[src/rtl/pipeline_pkg.sv]
// Shared defaults and pointer-width helpers for the pipeline blocks.
package pipeline_pkg;

  localparam int unsigned DEFAULT_DATA_WIDTH = 32;
  localparam int unsigned DEFAULT_DEPTH      = 4;

  function automatic int unsigned ptr_width(input int unsigned depth);
    return (depth < 2) ? 1 : $clog2(depth);
  endfunction

  typedef logic [$clog2(DEFAULT_DEPTH)-1:0] ptr_t;

endpackage

[src/rtl/pipeline_buf_ptr.sv]
// Wrapping pointer counter with increment and synchronous clear.
module pipeline_buf_ptr
  import pipeline_pkg::*;
#(
  parameter  int unsigned DEPTH = DEFAULT_DEPTH,
  localparam int unsigned PW    = ptr_width(DEPTH)
) (
  input  logic          clk,
  input  logic          rst,
  input  logic          clr,
  input  logic          inc,
  output logic [PW-1:0] ptr
);

  logic [PW-1:0] ptr_q, ptr_d;

  always_comb begin
    ptr_d = ptr_q;
    if (clr) begin
      ptr_d = '0;
    end else if (inc) begin
      ptr_d = (ptr_q == PW'(DEPTH - 1)) ? '0 : ptr_q + PW'(1);
    end
  end

  always_ff @(posedge clk or posedge rst) begin
    if (rst) ptr_q <= '0;
    else     ptr_q <= ptr_d;
  end

  assign ptr = ptr_q;

endmodule

[src/rtl/pipeline_elastic_buf.sv]
// First-word fall-through elastic buffer with flush, occupancy count and almost_full.
module pipeline_elastic_buf
  import pipeline_pkg::*;
#(
  parameter int unsigned DATA_WIDTH = DEFAULT_DATA_WIDTH,
  parameter int unsigned DEPTH      = DEFAULT_DEPTH,
  parameter int unsigned AF_THRESH  = DEPTH - 1
) (
  input  logic                       clk,
  input  logic                       rst,
  input  logic                       flush,
  input  logic                       in_valid,
  output logic                       in_ready,
  input  logic [DATA_WIDTH-1:0]      in_data,
  output logic                       out_valid,
  input  logic                       out_ready,
  output logic [DATA_WIDTH-1:0]      out_data,
  output logic [$clog2(DEPTH+1)-1:0] count,
  output logic                       almost_full
);

  localparam int unsigned CW = $clog2(DEPTH + 1);
  localparam int unsigned PW = ptr_width(DEPTH);
  localparam logic [CW-1:0] DEPTH_C = CW'(DEPTH);
  localparam logic [CW-1:0] AF_C    = CW'(AF_THRESH);

  logic [CW-1:0]         count_q, count_d;
  logic [DATA_WIDTH-1:0] mem_q [DEPTH];
  logic [DATA_WIDTH-1:0] mem_d [DEPTH];
  logic [PW-1:0]         wr_ptr, rd_ptr;
  logic                  push, pop;

  // Handshake qualifiers depend only on count_q, so out_ready never reaches in_ready.
  assign in_ready    = (count_q < DEPTH_C);
  assign out_valid   = (count_q != '0);
  assign almost_full = (count_q >= AF_C);
  assign count       = count_q;
  assign out_data    = mem_q[rd_ptr];

  assign push = in_valid && in_ready && !flush;
  assign pop  = out_valid && out_ready && !flush;

  pipeline_buf_ptr #(.DEPTH(DEPTH)) u_wr_ptr (
    .clk (clk),
    .rst (rst),
    .clr (flush),
    .inc (push),
    .ptr (wr_ptr)
  );

  pipeline_buf_ptr #(.DEPTH(DEPTH)) u_rd_ptr (
    .clk (clk),
    .rst (rst),
    .clr (flush),
    .inc (pop),
    .ptr (rd_ptr)
  );

  always_comb begin
    count_d = count_q;
    if (flush) begin
      count_d = '0;
    end else begin
      unique case ({push, pop})
        2'b10:   count_d = count_q + CW'(1);
        2'b01:   count_d = count_q - CW'(1);
        default: count_d = count_q;
      endcase
    end
  end

  always_comb begin
    mem_d = mem_q;
    if (push) mem_d[wr_ptr] = in_data;
  end

  always_ff @(posedge clk or posedge rst) begin
    if (rst) count_q <= '0;
    else     count_q <= count_d;
  end

  // Payload storage is intentionally left out of reset.
  always_ff @(posedge clk) begin
    mem_q <= mem_d;
  end

endmodule

[config.mk]
export PLATFORM = sky130hd
export DESIGN_NAME = pipeline_elastic_buf
export DESIGN_NICKNAME = d
export VERILOG_FILES = /design/src/rtl/pipeline_pkg.sv /design/src/rtl/pipeline_buf_ptr.sv /design/src/rtl/pipeline_elastic_buf.sv
export SDC_FILE = /design/constraint.sdc
export NUM_CORES = 1
export LEC_CHECK = 0
export CAP_MARGIN = 5
export CORE_UTILIZATION = 40
export DETAILED_ROUTE_END_ITERATION = 12
export PLACE_DENSITY = 0.61
export REMOVE_ABC_BUFFERS = 1
export SLEW_MARGIN = 40
export SYNTH_ARGS = -nofsm -noshare
export SYNTH_HDL_FRONTEND = slang
export SYNTH_HIERARCHICAL = 1
export SYNTH_SLANG_ARGS = --single-unit
[constraint.sdc]
create_clock -name clk -period 12 [get_ports clk]
set_clock_uncertainty 0.05 [all_clocks]
set_input_delay 1.2 -clock clk [delete_from_list [all_inputs] [get_ports clk]]
set_output_delay 1.2 -clock clk [all_outputs]
set_load 0.01 [all_outputs]
Word level (Yosys, flattened, before mapping)
Cells that the tools add are included.
{"block": "word_totals", "inputBits": 37, "ram_bits": 0, "romBits": 0, "latch_bits": 0, "mem_count": 0, "out_inout_bits": 38, "regBits": 135}
{"block": "classes", "div": 0, "muxes": 14, "magnitude_cmp": 5, "mul": 0, "addsub": 4, "n_eq_ne": 4, "n_bitwise": 2, "n_reduce_logical": 10, "n_shift": 0}
{"op": "128-bit bitwise mux", "count": 1}
{"op": "32-bit 2-to-1 mux", "count": 3}
{"op": "32-bit binary-select mux with 2-bit select", "count": 1}
{"op": "32-bit demux with 2-bit select", "count": 1}
{"op": "2-bit 2-to-1 mux", "count": 6}
{"op": "2-bit equality test, second input constant", "count": 3}
{"op": "3-bit greater-or-equal comparator, second input constant", "count": 2}
{"op": "2-bit NOT with 3-bit output", "count": 2}
{"op": "3-bit one-hot mux with 2 select lines", "count": 1}
{"op": "3-bit nonzero test", "count": 2}
{"op": "1-bit logical AND", "count": 5}
{"op": "2-bit by 1-bit adder with 2-bit output, second input constant", "count": 2}
{"op": "2-bit nonzero test", "count": 2}
{"op": "3-bit by 1-bit adder with 3-bit output, second input constant", "count": 1}
{"op": "3-bit by 2-bit greater-or-equal comparator with 1-bit output, second input constant", "count": 1}
{"op": "3-bit by 1-bit < comparator with 1-bit output, second input constant", "count": 1}
{"op": "3-bit < comparator, second input constant", "count": 1}
{"op": "3-bit 2-to-1 mux", "count": 1}
{"op": "3-bit by 1-bit subtractor with 3-bit output, second input constant", "count": 1}
{"op": "2-bit by 1-bit equality test with 1-bit output, second input constant", "count": 1}
{"op": "1-bit logical NOT", "count": 1}

Longest topological paths before layout
Gate-level depths: netlist (run 1).
{"block": "logic_depth", "depth_word": 6, "mapped_depth": 10, "mapped_depth_nobuf": 9}

Cells and area by module
The synthesis (run 1) kept the hierarchy.
{"mod": "pipeline_elastic_buf", "n_inst": 1, "seq_area_each_um2": 3918.8, "area_each_um2": 4961.0, "cells_per_inst": 214}
{"mod": "pipeline_buf_ptr", "n_inst": 2, "seq_area_each_um2": 50.0, "area_each_um2": 103.8, "cells_per_inst": 9}

Least setup slack after synthesis (run 1)
No wires, ideal clock.
{"block": "synth_timing", "path_type": "input port to flip-flop", "startpoint": "input port in_valid", "endpoint": "register mem_q[32] (netlist bit), enable pin", "arrival_ns": 4.835, "n_path_buf": 1, "cell_stages": 3, "required_time_ns": 11.437, "setup_time_ns": 0.513, "path_slack_ns": 6.602, "path_cell_list": "buf_4 > nand2b_1 > nor4b_1"}
{"block": "synth_via", "elab_chain_cells": 2}
{"element": "from (decl)", "line_no": "pipeline_elastic_buf.sv:12", "source": "input logic in_valid,"}
{"element": "1-bit logical AND (2 in series)", "line_no": "pipeline_elastic_buf.sv:40", "source": "assign push = in_valid && in_ready && !flush;"}
{"element": "to (signal assigned)", "line_no": "pipeline_elastic_buf.sv:84", "source": "mem_q <= mem_d;"}
{"element": "to (decl)", "line_no": "pipeline_elastic_buf.sv:28", "source": "logic [DATA_WIDTH-1:0] mem_q [DEPTH];"}
No other way between the ends.
A chain may end at the register's enable or synchronous reset.

Worst setup path after layout (run 1)
{"block": "layout_timing", "startpoint": "register u_rd_ptr.ptr_q[0] (netlist: u_rd_ptr/ptr[0])", "endpoint": "output port out_data[11]"}
{"block": "layout_via", "elab_chain_cells": 4}
{"element": "from (decl)", "line_no": "pipeline_buf_ptr.sv:15", "source": "logic [PW-1:0] ptr_q, ptr_d;"}
{"element": "from (signal assigned)", "line_no": "pipeline_buf_ptr.sv:28", "source": "else ptr_q <= ptr_d;"}
{"element": "2-bit NOT with 3-bit output (not written as such)", "line_no": "pipeline_elastic_buf.sv:38", "source": "assign out_data = mem_q[rd_ptr];"}
{"element": "32-bit binary-select mux with 2-bit select", "line_no": "pipeline_elastic_buf.sv:38"}
{"element": "32-bit 2-to-1 mux (not written as such) (2 in series)", "line_no": "pipeline_elastic_buf.sv:38"}
{"element": "to (decl)", "line_no": "pipeline_elastic_buf.sv:17", "source": "output logic [DATA_WIDTH-1:0] out_data,"}
No other way between the ends. The select of a mux whose other input is x is not followed.

==> run summary, run 1 <==
status - finished clean
dpl hpwl - 5350 um
clock share of power - 45.4%
# rows - 41
critical path's largest stage delay - 0.62 ns
post-synth top area cell - edfxtp_1
IO Count - 75
# hold bufs at CTS - 0
CP Capture Type - primary output
Layout area overhead - 30.7%
mapped cell area - 0.00517 mm2
Reg-to-Reg End - count[2]
vias in the first global route - 2554
Worst-Margin Slew - 0.548 ns
First DRT Iteration DRCs - 120
P per Cell Area - 172 mW/mm2
fmax - 261 MHz
CP Launch Type - flip-flop
Total Die Area - 0.0134 mm2
max_slew headroom - 63.5%
CTS root buf - clkbuf_16
DRC errors left - 0
cell family with most CP delay - buffers and inverters
internal power consumption - 929 uW
nets@finish - 362
count leader, synth - edfxtp_1
Sink Count - 135
Gates resized, CTS repair - 0
routed len/inst - 17.4 um
fill cell count - 1040
Buf/Inv on CP - 2
crit path max fanout - 26
top cells by area, synth - edfxtp_1 74%, mux4_2 14%, dfrtp_1 3.4%, buf_6 0.87%, nor2_1 0.73%
Post-synth EDFFs - 128
Seq/Total Area, Yosys - 77.8%
VDD IR max - 0.0895 mV
Hold Startpoint - u_wr_ptr/ptr[0]
slowest CP cell - mux4_2
Seq cells post-synth - 135
combinational power share - 8.4%
WHS - 0.637 ns
fraction of layout cells with a size suffix above 1 - 22.7%
max cap viols - 0
IO buf count - 74
Antenna Violating Nets Remaining - 0
prevailing post-synth register cell - edfxtp_1
TritonCTS buffer count - 17
CP cell instances - buf_4 > mux4_2 > clkdlybuf4s50_1
CP required - 10.75 ns
n_diodes - 0
Hold Fails Final Rpt - 0
1st-pass router iterations - 4
Multi-input gate area - 0.00108 mm2
Mapped Cells - 232
clk_lat worst skew - 0.41 ns
Final Cycle Share - 32.0%
switch share - 20.0%
Post-synth ARST share - 5.19%
first-pass GRT wire length - 13600 um
GPL Wtd Cong - 0.702
Initial Util - 41.0%
CORE AREA - 0.0126 mm2
gr usage total - 14.7%
r2r setup slk - 9.87 ns
total gr overflow - 0
largest net degree at the start of global routing - 35
WS Path Type - reg2out
routed vias/inst - 4.91
Die X-Extent - 116 um
CP arrival - 2.59 ns
worst hold endpoint - u_wr_ptr/ptr[0]
WHS Path Cells - 2
post-synthesis cell type count - 27
Reg power frac - 46.2%
RSZ-0062 raised after global routing - no
switching power - 232 uW
DR vias - 2487
Finished Core Util - 53.5%
FF-to-FF path depth - 9
Slew Viols, Final - 0
clock tree from TritonCTS - done
synth warn - 6
Worst-path clk slew - 0.06 ns
initial antenna violation count - 0
Post-synth top cells - 128 x edfxtp_1, 32 x mux4_2, 10 x nor2_1
syn avg cell area - 22.3 um2
post-synth top area share - 74.4%
FF+latch area - 0.00402 mm2
Post-CTS Setup Repair Bufs - 0
TNS Setup - 0 ns
number of H-tree levels - 4
Static Leak - 2.19 nW
Final Critical Period - 3.84 ns
clk buf depth - 2
Hold Crit Class - reg2reg
WL final - 8820 um
Critical R2R Launch - count[0]
die height - 116 um
Setup Viol. Count Final - 0
per-layer routing:
layer,wire (um),GRT usage (%),vias up
li1,-,-,1140
met1,3770,17.3,1268
met2,4430,24.1,66
met3,483,5.75,13
met4,133,6.67,0
met5,0,0,-
worst reg2reg max path, delay by kind of cell, from the launching register on:
family                   cells  cell delay (ns)
AND/OR/NAND/NOR              6             0.89
flip-flops                   1             0.50
adder cells (fa/ha/maj)      1             0.38
AO/OA/AOI/OAI                2             0.22
flip-flops by register name (all words and copies together), names as in the netlist:
signal and cells:
u_wr_ptr/ptr 2, count 3, mem_q 128, u_rd_ptr/ptr 2
metrics by stage:
stage,instances,setup slack (ns),power (mW),area (um2)
detailed placement,475,8.53,0.645,6140
CTS,507,8.08,1.17,6760
finish,507,8.16,1.16,6760
floorplan,222,6.75,0.590,5090
global placement,473,8.32,0.643,6110
global route,507,7.98,1.20,6760
power by group through the flow:
stage                     Combinational [mW]  Clock, mW  Sequential [mW]
final                                 0.0971      0.527            0.537
after global routing                   0.105      0.559            0.538
after CTS                             0.0991      0.538            0.537
after detailed placement              0.0985          0            0.547
after global placement                0.0973          0            0.546
after floorplan                       0.0408          0            0.549
kinds of logic (layout without fill, tap and decap cells):
group                      count (synthesis)  after routing  synth area share (%)
AOI/OAI and AO/OA                         11             11                  1.38
xor gates and xnor gates                   3              3                 0.508
adders and majority gates                  3              3                 0.871
buffers and inverters                     14            117                  1.79
DFF                                      135            135                  77.8
muxes                                     35             35                  14.5
and+or+nand+nor                           31             31                  3.17
worst max path at each step:
| stage | to | cells after the start | start |
|---|---|---|---|
| floorplan | mem_q[32] | 2 | in_valid |
| global placement | mem_q[79] | 5 | in_valid |
| detailed placement | out_data[14] | 3 | u_rd_ptr/ptr[0] |
| CTS | out_data[14] | 3 | u_rd_ptr/ptr[0] |
| global route | out_data[4] | 3 | u_rd_ptr/ptr[0] |
| finish | out_data[11] | 3 | u_rd_ptr/ptr[0] |
placed cells by master (no fill, tap or decap), types with 3 or more instances in the layout:
cell,count
a21oi_1,3
nand2_1,7
o21ai_0,3
mux4_2,32
dfrtp_1,5
inv_1,4
edfxtp_1,128
clkinv_1,4
clkbuf_16,17
nor2_1,9
bufinv_16,4
clkdlybuf4s50_1,74
clkinvlp_4,3
nand2b_1,5
buf_4,5
mux2i_1,3
area by class of cell:
cell class                 count  area share [%]
multi-input combinational     83            16.0
clock inverter                15            2.74
clock buffer                  17            6.30
timing repair buffer          81            12.0
tap                          172            3.19
inverter                       4           0.222
sequential                   135            59.6
(Power assumes the default switching activity.)
==> run 2: changes to the inputs <==
--- a/config.mk
+++ b/config.mk
@@ -8,7 +8,7 @@
 export CAP_MARGIN = 5
 export CORE_UTILIZATION = 40
 export DETAILED_ROUTE_END_ITERATION = 12
-export PLACE_DENSITY = 0.61
+export PLACE_DENSITY = 0.63
 export REMOVE_ABC_BUFFERS = 1
 export SLEW_MARGIN = 40
 export SYNTH_ARGS = -nofsm -noshare
==> constraint.sdc (replaced) <==
create_clock -name clk -period 3.3 [get_ports clk]
set_clock_uncertainty 0.05 [all_clocks]
set_input_delay 0.33 -clock clk [delete_from_list [all_inputs] [get_ports clk]]
set_output_delay 0.33 -clock clk [all_outputs]
set_load 0.01 [all_outputs]
==> run 2 against run 1 <==
  * Final cell count unchanged
  * Utilization down 0.50 points
  * Critical path depth unchanged
  * Worst hold slack worse by 0.50 ns
  * Wire length down 0.34%
  * Total power rose to 3.5 times the previous value
  * Worst setup slack worse by 7.7 ns
  * Die area unchanged
  * Highest routed layer unchanged
==> run summary, run 2 (synthesis results as in run 1) <==
vias in the first global route - 2537 (-0.67%)
max cap viols - 0 (unchanged)
commonest non-fill, non-tap cells in the layout - 128 x edfxtp_1, 74 x clkdlybuf4s50_1, 32 x mux4_2, 17 x clkbuf_16, 9 x nor2_1
CORE AREA - 0.0126 mm2 (unchanged)
Final Cycle Share - 86.9%
Inst Count DP - 475 (unchanged)
first-pass GRT wire length - 13500 um (-0.76%)
Worst-path clk slew - 0.06 ns (about the same)
Sink Count - 135 (unchanged)
fraction of layout cells with a size suffix above 1 - 23.3% (+0.60 points)
max_slew headroom - 58.4% (-5.0 points)
CTS root buf - clkbuf_16
Final Critical Period - 2.87 ns
CP Launch Type - flip-flop
Post-DP Area - 0.00614 mm2 (-0.14%)
Antenna Violating Nets Remaining - 0 (unchanged)
DR vias - 2488 (+0.040%)
WL final - 8790 um (-0.34%)
cell family with most CP delay - flip-flops
Slew Viols, Final - 0 (unchanged)
n_diodes - 0 (unchanged)
IO Count - 75 (unchanged)
Die X-Extent - 116 um (unchanged)
IO buf count - 74 (unchanged)
overall power - 4.04 mW (+250%)
routed vias/inst - 4.91 (about the same)
Post-CTS Setup Repair Bufs - 0 (unchanged)
Gates resized, CTS repair - 0 (unchanged)
dpl hpwl - 5300 um (-1.1%)
Finished Core Util - 53.0% (-0.50 points)
die height - 116 um (unchanged)
Initial Util - 41.0% (unchanged)
CP required - 2.92 ns (-7.83 ns)
CP cell instances - buf_12 > mux4_2 > clkdlybuf4s50_1
largest net degree at the start of global routing - 35 (unchanged)
CP Capture Type - primary output
GPL Wtd Cong - 0.673 (-4.2%)
post-route insts no fill - 507 (unchanged)
status - finished clean
Total Die Area - 0.0134 mm2 (unchanged)
Setup Viol. Count Final - 0 (unchanged)
DRC errors left - 0 (unchanged)
clock tree from TritonCTS - done
First DRT Iteration DRCs - 120 (unchanged)
P per Cell Area - 603 mW/mm2 (+250%)
fin area - 0.00669 mm2 (-0.93%)
initial antenna violation count - 0 (unchanged)
total gr overflow - 0 (unchanged)
Hold Fails Final Rpt - 0 (unchanged)
clk_lat worst skew - 0.40 ns (about the same)
max reg flops - 128 (unchanged)
VDD IR max - 0.367 mV (+310%)
WS Path Type - reg2out
Worst-Margin Slew - 0.623 ns (+0.0752 ns)
fmax - 349 MHz
Buf/Inv on CP - 2 (unchanged)
TritonCTS buffer count - 17 (unchanged)
number of H-tree levels - 4 (unchanged)
critical path's largest stage delay - 0.77 ns (+0.15 ns)
# hold bufs at CTS - 0 (unchanged)
Hold Crit Class - in2async
gr usage total - 14.3% (-0.39 points)
CP arrival - 2.49 ns (-0.10 ns)
slowest CP cell - dfrtp_2
Static Leak - 2.16 nW (-1.4%)
# rows - 41 (unchanged)
RSZ-0062 raised after global routing - no
Top reg by flops - mem_q
1st-pass router iterations - 4 (unchanged)
routed len/inst - 17.3 um (-0.34%)
clk buf depth - 2 (unchanged)
nets@finish - 362 (unchanged)
most common cell after layout, fill and taps aside - edfxtp_1
Layout area overhead - 29.5%
crit path max fanout - 19 (-27%)
## run 2: worst register-to-register path, cell delays in order (launching register included)
cell,delay [ns]
dfrtp_1,0.49
nand2b_1,0.27
nor2_1,0.26
nand2_1,0.14
nor2_4,0.26
buf_4,0.33
## run 2: where the power goes
group | switching, mW | leakage (nW) | total (mW) | internal, mW
Combinational | 0.139 | 0.647 | 0.345 | 0.205
Sequential | 0.0365 | 1.25 | 1.96 | 1.92
Clock | 0.696 | 0.258 | 1.73 | 1.04
## run 2: final timing paths
path,from,depth (start not counted),slack [ns],end
worst min-delay path,rst,2,0.14,u_wr_ptr/ptr[0]
worst min register to register,u_wr_ptr/ptr[0],2,0.62,u_wr_ptr/ptr[0]
min in group clk,in_data[8],1,0.50,mem_q[8]
worst max-delay path,u_rd_ptr/ptr[0],3,0.43,out_data[10]
worst max register to register,count[2],5,1.18,mem_q[73]
max in group asynchronous,rst,2,2.92,count[2]
## run 2: cell type report
cell class / count / area (um2)
timing repair buffer: 81 / 806
sequential: 135 / 4020
tap: 172 / 215
multi-input combinational: 83 / 1080
clock buffer: 17 / 425
clock inverter: 15 / 129
inverter: 4 / 15.0
fill: 1040 / 5930
## run 2: metrics by stage
step | setup TNS, ns | setup slack (ns) | hold slack, ns
final | 0 | 0.431 | 0.136
after global routing | 0 | 0.287 | 0.129
after CTS | 0 | 0.354 | 0.128
after detailed placement | 0 | 0.729 | 0.568
after global placement | 0 | 0.751 | 0.560
after floorplan | -77.31 | -1.38 | 0.0212
## run 2: per-layer routing
layer	vias to the layer above	track usage [%]	part of all wire (%)	routed length, um
li1	1139	-	-	-
met1	1281	17.3	43	3750
met2	64	23.7	51	4500
met3	4	5.60	5.5	486
met4	0	4.87	0.59	52
met5	-	0	0	0
